$ cat src/rtl/boot_pkg.sv
// Shared types and constants for the UART boot loader.
package boot_pkg;

    typedef enum logic [2:0] {
        HDR   = 3'd0,
        DATA  = 3'd1,
        CSUM  = 3'd2,
        RUN   = 3'd3,
        ERROR = 3'd4
    } boot_state_e;

    localparam int         HDR_BYTES = 4;
    localparam logic [7:0] CSUM_INIT = 8'h00;
    // Byte counter value that completes a 32-bit word (header or payload)
    localparam logic [1:0] LAST_BYTE = 2'(HDR_BYTES - 1);

    // True while the loader is still consuming the frame
    function automatic logic is_loading(input boot_state_e st);
        logic busy;
        case (st)
            HDR, DATA, CSUM: busy = 1'b1;
            default:         busy = 1'b0;
        endcase
        return busy;
    endfunction

endpackage

$ cat src/rtl/uart_byte_reader.sv
// Pops one byte at a time from the RX FIFO and hands it to the loader FSM.
// A pop in cycle t presents the byte on byte_valid/byte_data in cycle t+1.
module uart_byte_reader (
    input  logic       clk,
    input  logic       rst_n,
    input  logic       enable,
    input  logic       uart_empty,
    input  logic [7:0] uart_in,
    output logic       uart_rdreq,
    output logic       byte_valid,
    output logic [7:0] byte_data
);

    logic pending_r;

    // Never pop while a byte is still in flight, so at most one byte per 2 cycles
    assign uart_rdreq = enable && !uart_empty && !pending_r;
    // The FIFO drives the popped byte one cycle after the pop
    assign byte_valid = pending_r;
    assign byte_data  = uart_in;

    // Track the outstanding pop; the byte is consumed in the cycle it lands
    always_ff @(posedge clk or negedge rst_n) begin
        if (!rst_n) begin
            pending_r <= 1'b0;
        end else begin
            pending_r <= uart_rdreq;
        end
    end

endmodule

$ cat src/rtl/uart_boot_loader.sv
// Boot loader: holds the CPU, loads a framed little-endian image from the
// UART RX FIFO into memory, verifies its XOR checksum, then releases the CPU.
module uart_boot_loader
    import boot_pkg::*;
#(
    parameter logic [31:0] BASE_ADDR = 32'h0000_0000,
    parameter int          MAX_WORDS = 4096
) (
    input  logic        clk,
    input  logic        rst_n,
    input  logic        uart_empty,
    input  logic [7:0]  uart_in,
    output logic        uart_rdreq,
    output logic        mem_we,
    output logic [31:0] mem_addr,
    output logic [31:0] mem_wdata,
    output logic        cpu_run,
    output logic        load_busy,
    output logic        load_error,
    output logic [15:0] words_loaded
);

    localparam logic [31:0] MAX_WORDS_C = 32'(MAX_WORDS);

    boot_state_e state_r, state_nxt_s;
    logic [1:0]  byte_cnt_r, byte_cnt_nxt_s;
    logic [31:0] word_r, word_nxt_s;
    logic [31:0] count_r, count_nxt_s;
    logic [15:0] idx_r, idx_nxt_s;
    logic [7:0]  csum_r, csum_nxt_s;
    logic [15:0] words_loaded_r, words_loaded_nxt_s;
    logic        mem_we_r, mem_we_nxt_s;
    logic [31:0] mem_addr_r, mem_addr_nxt_s;
    logic [31:0] mem_wdata_r, mem_wdata_nxt_s;
    logic        cpu_run_r, cpu_run_nxt_s;
    logic        load_error_r, load_error_nxt_s;
    logic        load_busy_r;

    logic        byte_valid_s;
    logic [7:0]  byte_data_s;
    logic [31:0] word_full_s;
    logic        word_done_s;

    uart_byte_reader u_reader (
        .clk        (clk),
        .rst_n      (rst_n),
        .enable     (load_busy_r),
        .uart_empty (uart_empty),
        .uart_in    (uart_in),
        .uart_rdreq (uart_rdreq),
        .byte_valid (byte_valid_s),
        .byte_data  (byte_data_s)
    );

    // Word as it stands once the incoming byte is shifted in (little-endian)
    assign word_full_s = {byte_data_s, word_r[31:8]};
    assign word_done_s = byte_valid_s && (byte_cnt_r == LAST_BYTE);

    // Next-state and next-output logic for the load sequencer
    always_comb begin
        state_nxt_s        = state_r;
        byte_cnt_nxt_s     = byte_cnt_r;
        word_nxt_s         = word_r;
        count_nxt_s        = count_r;
        idx_nxt_s          = idx_r;
        csum_nxt_s         = csum_r;
        words_loaded_nxt_s = words_loaded_r;
        mem_we_nxt_s       = 1'b0;
        mem_addr_nxt_s     = mem_addr_r;
        mem_wdata_nxt_s    = mem_wdata_r;
        cpu_run_nxt_s      = cpu_run_r;
        load_error_nxt_s   = load_error_r;

        if (byte_valid_s) begin
            byte_cnt_nxt_s = byte_cnt_r + 2'd1;
            word_nxt_s     = word_full_s;
        end else begin
            byte_cnt_nxt_s = byte_cnt_r;
        end

        case (state_r)
            HDR: begin
                if (word_done_s) begin
                    count_nxt_s = word_full_s;
                    if (word_full_s == 32'd0) begin
                        state_nxt_s = CSUM;
                    end else if (word_full_s > MAX_WORDS_C) begin
                        state_nxt_s      = ERROR;
                        load_error_nxt_s = 1'b1;
                    end else begin
                        state_nxt_s = DATA;
                    end
                end else begin
                    state_nxt_s = HDR;
                end
            end
            DATA: begin
                if (byte_valid_s) begin
                    csum_nxt_s = csum_r ^ byte_data_s;
                end else begin
                    csum_nxt_s = csum_r;
                end
                if (word_done_s) begin
                    mem_we_nxt_s       = 1'b1;
                    mem_addr_nxt_s     = BASE_ADDR + {14'h0000, idx_r, 2'b00};
                    mem_wdata_nxt_s    = word_full_s;
                    idx_nxt_s          = idx_r + 16'd1;
                    words_loaded_nxt_s = words_loaded_r + 16'd1;
                    if (({16'h0000, idx_r} + 32'd1) == count_r) begin
                        state_nxt_s = CSUM;
                    end else begin
                        state_nxt_s = DATA;
                    end
                end else begin
                    state_nxt_s = DATA;
                end
            end
            CSUM: begin
                if (byte_valid_s) begin
                    if (byte_data_s == csum_r) begin
                        state_nxt_s   = RUN;
                        cpu_run_nxt_s = 1'b1;
                    end else begin
                        state_nxt_s      = ERROR;
                        load_error_nxt_s = 1'b1;
                    end
                end else begin
                    state_nxt_s = CSUM;
                end
            end
            RUN: begin
                state_nxt_s = RUN;
            end
            ERROR: begin
                state_nxt_s = ERROR;
            end
            default: begin
                state_nxt_s      = ERROR;
                load_error_nxt_s = 1'b1;
            end
        endcase
    end

    // State, datapath and registered outputs
    always_ff @(posedge clk or negedge rst_n) begin
        if (!rst_n) begin
            state_r        <= HDR;
            byte_cnt_r     <= 2'd0;
            word_r         <= 32'h0000_0000;
            count_r        <= 32'h0000_0000;
            idx_r          <= 16'h0000;
            csum_r         <= CSUM_INIT;
            words_loaded_r <= 16'h0000;
            mem_we_r       <= 1'b0;
            mem_addr_r     <= 32'h0000_0000;
            mem_wdata_r    <= 32'h0000_0000;
            cpu_run_r      <= 1'b0;
            load_error_r   <= 1'b0;
            load_busy_r    <= 1'b0;
        end else begin
            state_r        <= state_nxt_s;
            byte_cnt_r     <= byte_cnt_nxt_s;
            word_r         <= word_nxt_s;
            count_r        <= count_nxt_s;
            idx_r          <= idx_nxt_s;
            csum_r         <= csum_nxt_s;
            words_loaded_r <= words_loaded_nxt_s;
            mem_we_r       <= mem_we_nxt_s;
            mem_addr_r     <= mem_addr_nxt_s;
            mem_wdata_r    <= mem_wdata_nxt_s;
            cpu_run_r      <= cpu_run_nxt_s;
            load_error_r   <= load_error_nxt_s;
            // Busy drops on the same edge as the terminal state is entered,
            // so no pop is issued in RUN or ERROR
            load_busy_r    <= is_loading(state_nxt_s);
        end
    end

    assign mem_we       = mem_we_r;
    assign mem_addr     = mem_addr_r;
    assign mem_wdata    = mem_wdata_r;
    assign cpu_run      = cpu_run_r;
    assign load_busy    = load_busy_r;
    assign load_error   = load_error_r;
    assign words_loaded = words_loaded_r;

endmodule

$ cat config.mk
export PLATFORM = sky130hd
export DESIGN_NAME = uart_boot_loader
export DESIGN_NICKNAME = d
export VERILOG_FILES = /design/src/rtl/boot_pkg.sv /design/src/rtl/uart_byte_reader.sv /design/src/rtl/uart_boot_loader.sv
export SDC_FILE = /design/constraint.sdc
export NUM_CORES = 1
export LEC_CHECK = 0
export CORE_UTILIZATION = 50
export DETAILED_ROUTE_END_ITERATION = 6
export PLACE_DENSITY_LB_ADDON = 0.25
export SLEW_MARGIN = 15
export SYNTH_ARGS = -nofsm -noshare
export SYNTH_HDL_FRONTEND = slang
export SYNTH_HIERARCHICAL = 1
export SYNTH_SLANG_ARGS = --single-unit
export TNS_END_PERCENT = 30
$ cat constraint.sdc
create_clock -name clk -period 2 [get_ports clk]
set_input_delay 0.4 -clock clk [delete_from_list [all_inputs] [get_ports clk]]
set_output_delay 0.4 -clock clk [all_outputs]
set_load 0.005 [all_outputs]
* Yosys cells after proc, flatten, opt, wreduce, memory -nomap -nowiden *
Index checks and enable logic that the tools add are counted.

storage, ports and cells
  register bits = 162
  latch bits = 0
  memory bits (writable) = 0
  memory bits (read-only) = 0
  input bits = 11
  output and inout port bits = 85
  word-level logic and storage cells = 67
  memories kept = 0

cells by class
  $add $sub $neg = 4
  multiply operators = 0
  divide/modulo/power cells = 0
  magnitude comparators = 1
  equal/unequal tests = 14
  shift-type cells = 0
  mux-type cells = 17
  bitwise operators = 2
  reductions and logical operators = 15

operators with widths
  operator               number
  $add 16x1->16 const B  2
  $eq 17x32->1           1
  $gt 32x13->1 const B   1
  $logic_not 32->1       1
  $mux 3                 6
  $add 16x1->17 const B  1
  $pmux 3 s4             1
  $eq 3x2->1 const B     3
  $eq 8x8->1             1
  $mux 1                 8
  $ne 2x2->1 const B     4
  $xor 8x8->8            1
  $eq 3x1->1 const B     2
  $logic_not 3->1        2
  $reduce_and 2->1       3
  $reduce_and 6->1       1
  $reduce_or 3->1        2
  $eq 3x3->1 const B     1
  $logic_and 1x1->1      3
  $pmux 1 s3             1
  $reduce_and 3->1       1
  $add 2x1->2 const B    1
  $eq 2x2->1 const B     1
  $logic_not 1->1        2
  3 further kinds        3

* Logic depth before layout (Yosys ltp) *
Gate-level depths: netlist (run 1).

  depth in word-level cells = 8
  gate-level depth with buffers = 8
  mapped depth without buffers = 7

* Hierarchy *
The synthesis (run 1) kept the hierarchy.

by module, submodules not included
  module            times used  cells each  area each (µm²)
  uart_boot_loader  1           631         6866.6
  uart_byte_reader  1           10          97.6

* Worst setup path after synthesis (run 1) *
OpenSTA, ideal clock, no wires.

  path kind = register to register
  start point = reg idx_r[1]
  end point = reg state_r[0]
  setup time = 0.119 ns
  data arrival time = 1.957 ns
  path slack = -0.076 ns
  stages on the path, launching flop included = 9
  buffers on the path = 1
  period minus slack after synthesis = 2.076 ns
  path through = dfrtp_1 ha_1 clkbuf_1 nand4_1 nor4_1 xor2_1 a2111oi_2 nand4_1 a21bo_1

between the ends
  cells in the longest elaborated chain, start to end = 5

ends and longest elaborated chain
  element                 RTL line                 text
  start, declared         uart_boot_loader.sv:29   logic [15:0] idx_r, idx_nxt_s;
  start signal, assigned  uart_boot_loader.sv:165  idx_r <= idx_nxt_s;
  $add 16x1->17           uart_boot_loader.sv:109  if (({16'h0000, idx_r} + 32'd1) == count_r) begin
  $eq 17x32->1            uart_boot_loader.sv:109
  $mux 2                  uart_boot_loader.sv:109
  $mux 3                  uart_boot_loader.sv:103  if (word_done_s) begin
  $pmux 3 s4              uart_boot_loader.sv:81   case (state_r)
  via state_nxt_s[0]      uart_boot_loader.sv:25   boot_state_e state_r, state_nxt_s;
  end signal, assigned    uart_boot_loader.sv:161  state_r <= state_nxt_s;
  end, declared           uart_boot_loader.sv:25

The timed path passes the listed nets, and every way through them passes these cells.
A chain may end at the register's enable or synchronous reset.

* Worst setup path after layout (run 1) *
  start point = reg count_r[22]
  end point = reg state_r[0]

between the ends
  cells in the longest elaborated chain, start to end = 4

ends and longest elaborated chain
  element                 RTL line                 text
  start, declared         uart_boot_loader.sv:28   logic [31:0] count_r, count_nxt_s;
  start signal, assigned  uart_boot_loader.sv:164  count_r <= count_nxt_s;
  $eq 17x32->1            uart_boot_loader.sv:109
  $mux 2                  uart_boot_loader.sv:109
  $mux 3                  uart_boot_loader.sv:103
  $pmux 3 s4              uart_boot_loader.sv:81
  via state_nxt_s[0]      uart_boot_loader.sv:25

The timed path passes the listed nets, and every way through them passes these cells.

==> run metrics, run 1 <==
DR DRC count 0; failing checks setup timing; final worst path period need 2.22 ns; pin count of the biggest net entering global routing 48; Crit. Startpoint count_r[22]$_DFFE_PN0P_; Slew Limit Fails 0; reg2reg start count_r[22]$_DFFE_PN0P_; Die Area 14400 sq um; clock network power share 0.468; Sink Count 154; EDFF count, synth 0; critical path required time 2.31 ns; status finished with violations; DP Wirelength 11100 microns; Max stage delay on crit path about 0.56 ns; Async SR Flop Fraction 1.00; chip width 120 microns; CP startpoint kind register; final core utilization 0.671; Net Switching 1.35 mW; Reg area just under 4000 sq um; clk buf depth 2; ranking of synthesized cells by area dfrtp_1, mux2_2, nand2_1, xnor2_1, buf_4; post-layout instance area ~9000 sq um; Synth Instances between 600 and 700; Synth Warn # 6; IO Port Bufs 79; max_cap viols 0; dominant synthesized flop cell dfrtp_1; clk_lat worst skew 0.42 ns; worst r2r dst state_r[0]$_DFF_PN0_; Setup crit end state_r[0]$_DFF_PN0_; Core Footprint 13400 sq um; crit-path max FO 2; period utilization 1.11; Root Buffer clkbuf_16; WS Path Type register to register; Rows 42; CTS clock-pin slew for the worst setup and hold paths 0.06 ns; gpl congestion approximately 0.87; Multi-input gate area just under 3000 sq um; First DRT Iteration DRCs 181; DRT Wirelength 15800 microns; clock skew just under 0.006 ns; Critical-path top delay cell or4_4; Seq/Total Area, Yosys 0.553; initial antenna violation count 0; Yosys cell types 53; htree depth 4; Final setup viols 3; vias 5092; I/O pin cnt 96; Place WS -0.444 ns; WP data arrival 2.53 ns; syn avg cell area 10.9 sq um; top-area cell type share of the netlist area 0.553; number of fillers in the final layout ~1000; post-DR wirelength/cell approximately 16 microns; Sequential Power Share 0.507; commonest non-fill, non-tap cells in the layout nand2_1, dfrtp_1, clkdlybuf4s50_1, buf_4, mux2_2; setup slack after layout -0.215 ns; VDD IR max 0.639 mV; initial core utilization 0.520; vias in the first global route about 5400; RSZ-0062 raised after global routing true; Int Pwr 4.83 mW; Yosys reg bits 154; DP Area ~8300 sq um; via/cell ratio 5.27; R2R depth 7; CTS Buf Count 17; area of the mapped netlist 6960 sq um; post-route ant nets 0; commonest non-fill, non-tap cell in the layout nand2_1; leading area contributor after synthesis dfrtp_1; Leakage approximately 4.3 nW; CP Capture Type register; GRT overflow 0; Hold Path Class register to register; PD cells 687 nW/um^2; die height 120 microns; Final Hold Viols 0; Layout Nets 793; # diodes 0; sw frac 0.219; FF-to-FF setup slack -0.22 ns; TritonCTS clock tree done; DRT Pass-1 Iters 4; GR Util All Layers 0.238; CP Buf/Inv Count 1; CP Cell Sequence or4_4 > nor4_4 > buf_4 > o2111ai_2 > a311oi_2 > nand4_1 > a21bo_1; Worst path depth 7; global-route wire length before repair 26400 microns; Layout area overhead 29.2%; share of cells above drive strength 1 0.238; Comb pwr share 0.026; critical path's top delay family simple AND/OR/NAND/NOR gates; Peak Freq 0.451 GHz
==> worst min path at each step <==
stage | start | end | slack (ns) | cells after the start
after CTS | words_loaded[15]$_DFFE_PN0P_ | words_loaded[15]$_DFFE_PN0P_ | 0.47 | 1
after global routing | words_loaded[15]$_DFFE_PN0P_ | words_loaded[15]$_DFFE_PN0P_ | 0.48 | 1
after floorplan | rst_n | byte_cnt_r[0]$_DFFE_PN0P_ | 0.10 | 0
after detailed placement | rst_n | mem_addr[16]$_DFFE_PN0P_ | 0.36 | 1
after global placement | rst_n | mem_addr[16]$_DFFE_PN0P_ | 0.37 | 1
final | words_loaded[15]$_DFFE_PN0P_ | words_loaded[15]$_DFFE_PN0P_ | 0.47 | 1
==> cell usage after synthesis, drive strengths merged (2+ instances only) <==
master and number:
xnor2 55, a2111oi 3, nor2 16, o311a 2, o211ai 3, nor3 12
o21ai 6, o2111ai 2, inv 6, nand2b 3, nor3b 3, or4 4
mux2 58, o31ai 2, nand4 17, xor2 15, nor4 17, a211oi 2
clkbuf 21, nand2 170, nand3 11, a21oi 3, dfrtp 154, or3 2
ha 3, a31oi 2, buf 34
==> layer usage <==
metal	routed length (microns)	share of wire	up-vias	track usage
met5	0	0	-	0
met4	269	0.017	0	0.0813
met3	518	0.033	24	0.0532
met2	8300	0.53	118	0.418
met1	6720	0.43	2558	0.288
li1	-	-	2392	-
==> sequential cells by signal, summed over array words and instances (netlist names) <==
signal and flops:
u_reader/byte_valid 1, mem_wdata 32, words_loaded 16, csum_r 8
cpu_run 1, mem_addr 16, load_error 1, idx_r 16
word_r 24, count_r 32, mem_we 1, byte_cnt_r 2
load_busy 1, state_r 3
==> cell families (layout without fill, tap and decap cells) <==
group / after synthesis / after routing / synth area share
other: 1 / 16 / 0.000538
adders and majority gates: 3 / 3 / 0.00539
buffers and inverters: 62 / 197 / 0.0499
xor gates and xnor gates: 70 / 70 / 0.0880
and+or+nand+nor: 262 / 262 / 0.173
AOI/OAI and AO/OA: 31 / 31 / 0.0361
DFF: 154 / 154 / 0.553
muxes: 58 / 58 / 0.0938
==> power groups by stage <==
| stage | registers, mW | clock network, mW | logic, mW |
|---|---|---|---|
| after floorplan | 3.18 | 0 | 0.0672 |
| after detailed placement | 3.18 | 0 | 0.156 |
| final | 3.13 | 2.89 | 0.158 |
| after global routing | 3.13 | 3.07 | 0.179 |
| after global placement | 3.18 | 0 | 0.152 |
| after CTS | 3.13 | 2.94 | 0.160 |
==> cell type report <==
| cell class | instances | area share |
|---|---|---|
| clock buffer | 21 | 0.0512 |
| clock inverter | 10 | 0.00793 |
| inverter | 7 | 0.00292 |
| multi-input combinational | 440 | 0.325 |
| sequential | 154 | 0.428 |
| tap | 176 | 0.0245 |
| timing repair buffer | 159 | 0.161 |
==> metrics by stage <==
step / hold slack [ns] / instances / power, mW / setup TNS (ns)
finish: 0.467 / 967 / 6.18 / -0.392
CTS: 0.468 / 967 / 6.23 / -0.249
detailed placement: 0.363 / 934 / 3.34 / -2.35
global route: 0.482 / 967 / 6.38 / -0.683
global placement: 0.368 / 934 / 3.34 / -1.82
floorplan: 0.104 / 656 / 3.25 / 0
==> repair_timing <==
action,4_1_cts,5_1_grt
resized for setup,14,6
setup endpoints to repair,15,9
setup buffers,1,0
endpoints found under the hold margin,41,0
pin swaps,5,4
hold buffers,1,0
(Power assumes the default switching activity.)
==> run 2, diff against run 1 <==
Settings changed: ABC_CLOCK_PERIOD_IN_PS set to 2000.
==> results of run 2 <==
Final layout, timing and power as in run 1 (identical DEF).
